### config.mk
export PLATFORM = sky130hd
export DESIGN_NAME = mul8x8_rr_sched
export DESIGN_NICKNAME = d
export VERILOG_FILES = /design/src/rtl/mul8x8_rr_sched.sv
export SDC_FILE = /design/constraint.sdc
export NUM_CORES = 1
export LEC_CHECK = 0
export ABC_AREA = 1
export ABC_CLOCK_PERIOD_IN_PS = 1850
export CORE_AREA = 2 2 45 79
export DETAILED_ROUTE_END_ITERATION = 8
export DIE_AREA = 0 0 47 81
export HOLD_SLACK_MARGIN = 0.06
export PLACE_DENSITY_LB_ADDON = 0.15
export SLEW_MARGIN = 20
export SYNTH_ARGS = -nofsm -noshare
export SYNTH_HDL_FRONTEND = slang
export SYNTH_SLANG_ARGS = --single-unit
### constraint.sdc
create_clock -name clk -period 1.85 [get_ports clk]
set_input_delay 0.2775 -clock clk [delete_from_list [all_inputs] [get_ports clk]]
set_output_delay 0.2775 -clock clk [all_outputs]
set_load 0.02 [all_outputs]
### src/rtl/mul8x8_rr_sched.sv
// Round-robin scheduler sharing one combinational 8x8 Dadda multiplier among NREQ requesters.
// Define MUL8X8_RR_SCHED_BYPASS_EN to feed the multiplier straight from the winner (1-cycle latency).
module mul8x8_rr_sched #(
    parameter  int NREQ = 4,
    localparam int IDW  = $clog2(NREQ)
) (
    input  logic              clk,
    input  logic              rst,
    input  logic [NREQ-1:0]   req_valid,
    output logic [NREQ-1:0]   req_ready,
    input  logic [NREQ*8-1:0] req_a,
    input  logic [NREQ*8-1:0] req_b,
    output logic              rsp_valid,
    input  logic              rsp_ready,
    output logic [IDW-1:0]    rsp_id,
    output logic [15:0]       rsp_p,
    output logic              busy
);

`ifdef MUL8X8_RR_SCHED_BYPASS_EN
    typedef enum logic [1:0] {IDLE, HOLD} state_t;
`else
    typedef enum logic [1:0] {IDLE, CALC, HOLD} state_t;
`endif

    // Dadda column compression (targets 6,4,3,2) followed by one final carry-propagate add.
    // Columns are bit bags: inputs are consumed from bit 0, new bits are shifted in at bit 0.
    function automatic logic [15:0] mul8x8(input logic [7:0] a, input logic [7:0] b);
        logic [15:0] cur [16];
        logic [15:0] nxt [16];
        int          h   [16];
        int          nh  [16];
        int          d;
        logic [3:0]  cc;
        logic [3:0]  cn;
        logic        s;
        logic        co;
        logic [15:0] r0;
        logic [15:0] r1;
        for (int c = 0; c < 16; c++) begin
            cur[4'(c)] = '0;
            h[4'(c)]   = 0;
        end
        for (int i = 0; i < 8; i++) begin
            for (int j = 0; j < 8; j++) begin
                cc      = 4'(i + j);
                cur[cc] = {cur[cc][14:0], a[3'(i)] & b[3'(j)]};
                h[cc]++;
            end
        end
        for (int st = 0; st < 4; st++) begin
            d = (st == 0) ? 6 : (st == 1) ? 4 : (st == 2) ? 3 : 2;
            for (int c = 0; c < 16; c++) begin
                nxt[4'(c)] = '0;
                nh[4'(c)]  = 0;
            end
            for (int c = 0; c < 16; c++) begin
                cc = 4'(c);
                cn = 4'(c + 1);
                // Carries already pushed into this column count toward its target height.
                for (int r = 0; r < 8; r++) begin
                    if (h[cc] + nh[cc] > d && h[cc] >= 2) begin
                        if (h[cc] + nh[cc] - d >= 2 && h[cc] >= 3) begin
                            s       = ^cur[cc][2:0];
                            co      = (cur[cc][0] & cur[cc][1]) | (cur[cc][2] & (cur[cc][0] ^ cur[cc][1]));
                            cur[cc] = cur[cc] >> 3;
                            h[cc]   -= 3;
                        end else begin
                            s       = cur[cc][0] ^ cur[cc][1];
                            co      = cur[cc][0] & cur[cc][1];
                            cur[cc] = cur[cc] >> 2;
                            h[cc]   -= 2;
                        end
                        nxt[cc] = {nxt[cc][14:0], s};
                        nh[cc]++;
                        if (c < 15) begin
                            nxt[cn] = {nxt[cn][14:0], co};
                            nh[cn]++;
                        end
                    end
                end
                nxt[cc] = (nxt[cc] << h[cc]) | cur[cc];
                nh[cc]  += h[cc];
            end
            cur = nxt;
            h   = nh;
        end
        for (int c = 0; c < 16; c++) begin
            r0[4'(c)] = cur[4'(c)][0];
            r1[4'(c)] = cur[4'(c)][1];
        end
        return r0 + r1;
    endfunction

    state_t         state;
    state_t         state_nxt;
    logic [IDW-1:0] rr_ptr;
    logic [IDW-1:0] win;
    logic [IDW-1:0] cand;
    logic           any_valid;
    logic           accept;
    logic [7:0]     a_arr [NREQ];
    logic [7:0]     b_arr [NREQ];
    logic [7:0]     mul_a;
    logic [7:0]     mul_b;
    logic [15:0]    mul_p;

    for (genvar g = 0; g < NREQ; g++) begin : g_unpack
        assign a_arr[g] = req_a[8*g +: 8];
        assign b_arr[g] = req_b[8*g +: 8];
    end

    // Walk offsets from far to near so the valid requester closest to rr_ptr is kept last.
    always_comb begin
        win       = '0;
        any_valid = 1'b0;
        for (int o = NREQ - 1; o >= 0; o--) begin
            cand = IDW'((int'(rr_ptr) + o) % NREQ);
            if (req_valid[cand]) begin
                win       = cand;
                any_valid = 1'b1;
            end
        end
    end

    always_ff @(posedge clk) begin
        if (rst) state <= IDLE;
        else     state <= state_nxt;
    end

    always_comb begin
        // NOTE: every output of this block gets a default first, so no path can infer a latch.
        state_nxt = state;
        req_ready = '0;
        case (state)
            IDLE: if (any_valid) begin
                req_ready[win] = 1'b1;
`ifdef MUL8X8_RR_SCHED_BYPASS_EN
                state_nxt = HOLD;
`else
                state_nxt = CALC;
`endif
            end
`ifndef MUL8X8_RR_SCHED_BYPASS_EN
            CALC: state_nxt = HOLD;
`endif
            HOLD: if (rsp_ready) state_nxt = IDLE;
            default: state_nxt = IDLE;
        endcase
    end

    assign accept = (state == IDLE) && any_valid;
    assign busy   = (state != IDLE);
    assign mul_p  = mul8x8(mul_a, mul_b);

`ifdef MUL8X8_RR_SCHED_BYPASS_EN
    assign mul_a = a_arr[win];
    assign mul_b = b_arr[win];
`else
    logic [7:0]     op_a;
    logic [7:0]     op_b;
    logic [IDW-1:0] id_q;
    assign mul_a = op_a;
    assign mul_b = op_b;
`endif

    // NOTE: sequential state uses non-blocking assignments so every register samples pre-edge values.
    always_ff @(posedge clk) begin
        if (rst) begin
            rr_ptr    <= '0;
            rsp_valid <= 1'b0;
            rsp_id    <= '0;
            rsp_p     <= '0;
`ifndef MUL8X8_RR_SCHED_BYPASS_EN
            op_a      <= '0;
            op_b      <= '0;
            id_q      <= '0;
`endif
        end else begin
            if (accept) begin
                rr_ptr <= (int'(win) == NREQ - 1) ? '0 : win + IDW'(1);
`ifdef MUL8X8_RR_SCHED_BYPASS_EN
                rsp_p     <= mul_p;
                rsp_id    <= win;
                rsp_valid <= 1'b1;
`else
                op_a <= a_arr[win];
                op_b <= b_arr[win];
                id_q <= win;
`endif
            end
`ifndef MUL8X8_RR_SCHED_BYPASS_EN
            if (state == CALC) begin
                rsp_p     <= mul_p;
                rsp_id    <= id_q;
                rsp_valid <= 1'b1;
            end
`endif
            if (state == HOLD && rsp_ready) rsp_valid <= 1'b0;
        end
    end

endmodule

==> Flow_metrics.wiki <==
{| class="wikitable"
! Metric !! Value
|-
| Die height || 81 µm
|-
| Fraction of final layout cells sized beyond drive strength 1 || 50.9%
|-
| Floorplan die width || 47 µm
|-
| First-pass detailed-route iteration total || 3
|-
| Sequential cell area || 185 µm²
|-
| Pin count of the biggest net entering global routing || 9
|-
| Via count of the first global-routing pass || 826
|-
| Clock sink count || 9
|-
| Number of distinct library cells after synthesis || 21
|-
| Type of destination of the critical path || output pin
|-
| Starting density of the core || 25.8%
|-
| Mean area per synthesized cell || 6.81 µm²
|-
| Number of vias after detailed routing || 827
|-
| # DRC || 0
|-
| Crit path cell chain || inv_8 > nand2_8 > nand3_4 > nand2_2 > nand3_2 > nand2_1 > nand2_1 > nand2_2 > inv_2 > ha_1 > inv_1 > nor2_1 > buf_4
|-
| Reg2Reg Depth || 13
|-
| Number of violations reported at the end of detailed-routing iteration 0 || 12
|-
| Crit path kind || reg2out
|-
| Global-route total usage across every layer || 12.0%
|-
| Largest cells by area after synthesis || dfxtp_1 (22%), buf_4 (14%), nand2_2 (11%)
|-
| Portion of the post-synthesis area used by sequential elements || 21.7%
|-
| RSZ-0062 raised after global routing || true
|-
| Post-route fraction of the period consumed by the critical path || 111%
|-
| Leading cell types in the layout, fill and taps excluded || buf_4 (23), conb_1 (16), inv_1 (15), nand2_2 (15), nor2_1 (12)
|-
| CTS H-Tree Depth || 1
|-
| Number of storage elements in the synthesis netlist || 9
|-
| Buffer and inverter count on the worst path || 4
|-
| Initial antenna violation count || 0
|-
| Netlist area before placement || 831 µm²
|-
| Max VDD drop || 0.000864 V
|-
| Peak fanout along the critical path || 8
|-
| Net count, final || 235
|-
| Critical path data required time || 1.57 ns
|-
| Finished Layout Cells || 204
|-
| Power density over cell area || 1810 mW/mm²
|-
| Die ar. || 0.00381 mm²
|-
| Path length in cells of the critical path || 13
|-
| Start point of the worst min-delay path || id_q[1]
|-
| Clock tree from TritonCTS || done
|-
| Minimum clock period || 2.05 ns
|-
| Dominant delay contributor by cell family on the critical path || simple AND/OR/NAND/NOR gates
|-
| Post-placement cell count || 195
|-
| GRT overflow || 0
|-
| Final HPWL from detailed placement || 1520 µm
|-
| DRT antenna net count || 0
|-
| Number of max-slew violations in the final report || 0
|-
| Worst reg2reg startpoint || rr_ptr[0]
|-
| Crit-path max cell delay || 0.43 ns
|-
| Final count of hold timing violations || 0
|-
| Clock buffers created by TritonCTS || 3
|-
| Data arrival time of the critical path || 1.78 ns
|-
| Placer's final routability congestion estimate || 0.915
|-
| Total Routed Length || 2020 µm
|-
| Clk Tree Root Cell || clkbuf_8
|-
| Placeable core region || 0.00322 mm²
|-
| Ports placed on the boundary || 95
|-
| Start point of the critical path || rr_ptr[0]
|-
| Warnings, synthesis || 0
|-
| Most common library cell in the layout ignoring fill and taps || buf_4
|-
| First-pass GRT wire length || 3400 µm
|-
| Area share of the largest cell type after synthesis || 21.7%
|-
| Total Neg Setup Slack || -0.769 ns
|-
| Standby leakage power || 0.657 nW
|-
| Violated checks || setup timing
|-
| Multi-input combinational cell area || 668 µm²
|-
| Final worst-path setup slack || -0.205 ns
|-
| Clock skew || 0.00387 ns
|-
| Post-CTS clock slew at the launch and capture registers of the worst setup and hold paths || 0.05 ns
|-
| Final setup viols || 4
|-
| Hold depth || 2
|-
| Kind of start point of the critical path || register
|-
| Area Growth Syn to Fin || 59.8%
|-
| Path class of the lowest-slack min-delay path || reg2reg
|-
| Ant. Diodes || 0
|-
| Average wire length per cell after detail routing || 9.89 µm
|-
| Maximum Capacitance Violations || 0
|-
| Crit-path slowest cell || dfxtp_4
|-
| Worst setup slack after placement || -0.859 ns
|-
| Status || finished, violations left
|-
| Number of rows created at floorplan || 28
|-
| Library cell occupying the most area in the post-synthesis netlist || dfxtp_1
|-
| Final Power || 2.40 mW
|-
| Syn Inst Count || 122
|-
| Post-DR vias/cell || 4.05
|-
| Worst-skew pair later-pin latency || 0.24 ns
|-
| Layout fillers || 336
|-
| I/O Buffers || 14
|-
| Highest achievable clock rate || 0.487 GHz
|-
| Core occupancy in the finished layout || 41.2%
|-
| Max Buffers Root-to-Sink || 2
|}
==> synthesized netlist by cell type <==
cell type and n:
o21ai_2 2, buf_6 1, ha_1 4, inv_1 17
conb_1 1, nand2_2 15, buf_4 16, a31oi_1 1
a21oi_2 2, nand2_4 2, dfxtp_1 9, o21ai_0 5
nor2_1 14, nand3_2 1, a21oi_1 3, inv_2 1
nor2_4 2, inv_6 1, nand3_1 7, nand2_1 17
nand3b_1 1
==> flip-flops by register name (all words and copies together) (netlist names) <==
signal / cells
rr_ptr: 2
rsp_id: 2
state: 2
id_q: 2
rsp_valid: 1
==> repair_timing <==
action / 4_1_cts / 5_1_grt
pin swaps: 11 / 9
buffers inserted: 5 / 1
hold buffers: 0 / 0
resized for setup: 40 / 31
setup endpoints to repair: 5 / 6
==> worst reg2reg max path, stage by stage (launching register included) <==
cell and delay [ns]:
dfxtp_4 0.43, inv_8 0.08, nand2_1 0.07, nand2_2 0.07, nand2_2 0.08, nand2_2 0.08, buf_4 0.14, buf_4 0.13
nor2_4 0.09, buf_4 0.13, a21oi_4 0.06, buf_4 0.13, o21ai_2 0.10, nor2_1 0.04
==> routing by layer <==
metal | GRT usage [%] | up-vias | wire [µm]
li1 | - | 414 | -
met1 | 12.1 | 375 | 711
met2 | 22.3 | 31 | 1170
met3 | 1.56 | 7 | 74
met4 | 6.11 | 0 | 58
met5 | 0 | - | 0
==> cell type report <==
type	count	share of cell area (%)
well taps	45	4.24
clock buffers	3	3.11
flip-flops and latches	9	13.9
inverters	19	6.13
clock inverters	1	0.377
repair buffers	35	21.9
multi-input cells	92	50.3
==> through the flow <==
stage | instance area, µm² | hold WS [ns]
2_1_floorplan | 887 | 0.340
3_3_place_gp | 1080 | 0.473
3_5_place_dp | 1080 | 0.473
4_1_cts | 1190 | 0.496
5_1_grt | 1330 | 0.534
6_report | 1330 | 0.486
==> power breakdown <==
group	internal, mW	switching, mW	total (mW)
Clock	0.147	0.0821	0.229
Combinational	0.828	0.996	1.82
Sequential	0.272	0.0745	0.347
==> cell families after synthesis <==
group           count (synthesis)  share of synthesized area [%]
buf+inv                        36                           25.0
fa+ha+maj                       4                           6.02
simple gates                   59                           37.0
compound gates                 13                           9.79
flops                           9                           21.7
other cells                     1                          0.451
==> final timing paths <==
kind / to / slack, ns
hold reg to reg: rsp_id[1] / 0.49
setup reg to reg: id_q[0] / 0.12
setup / recovery: req_ready[2] / -0.20
hold / removal: rsp_id[1] / 0.49
No activity file was read; power rests on OpenSTA's default activity.
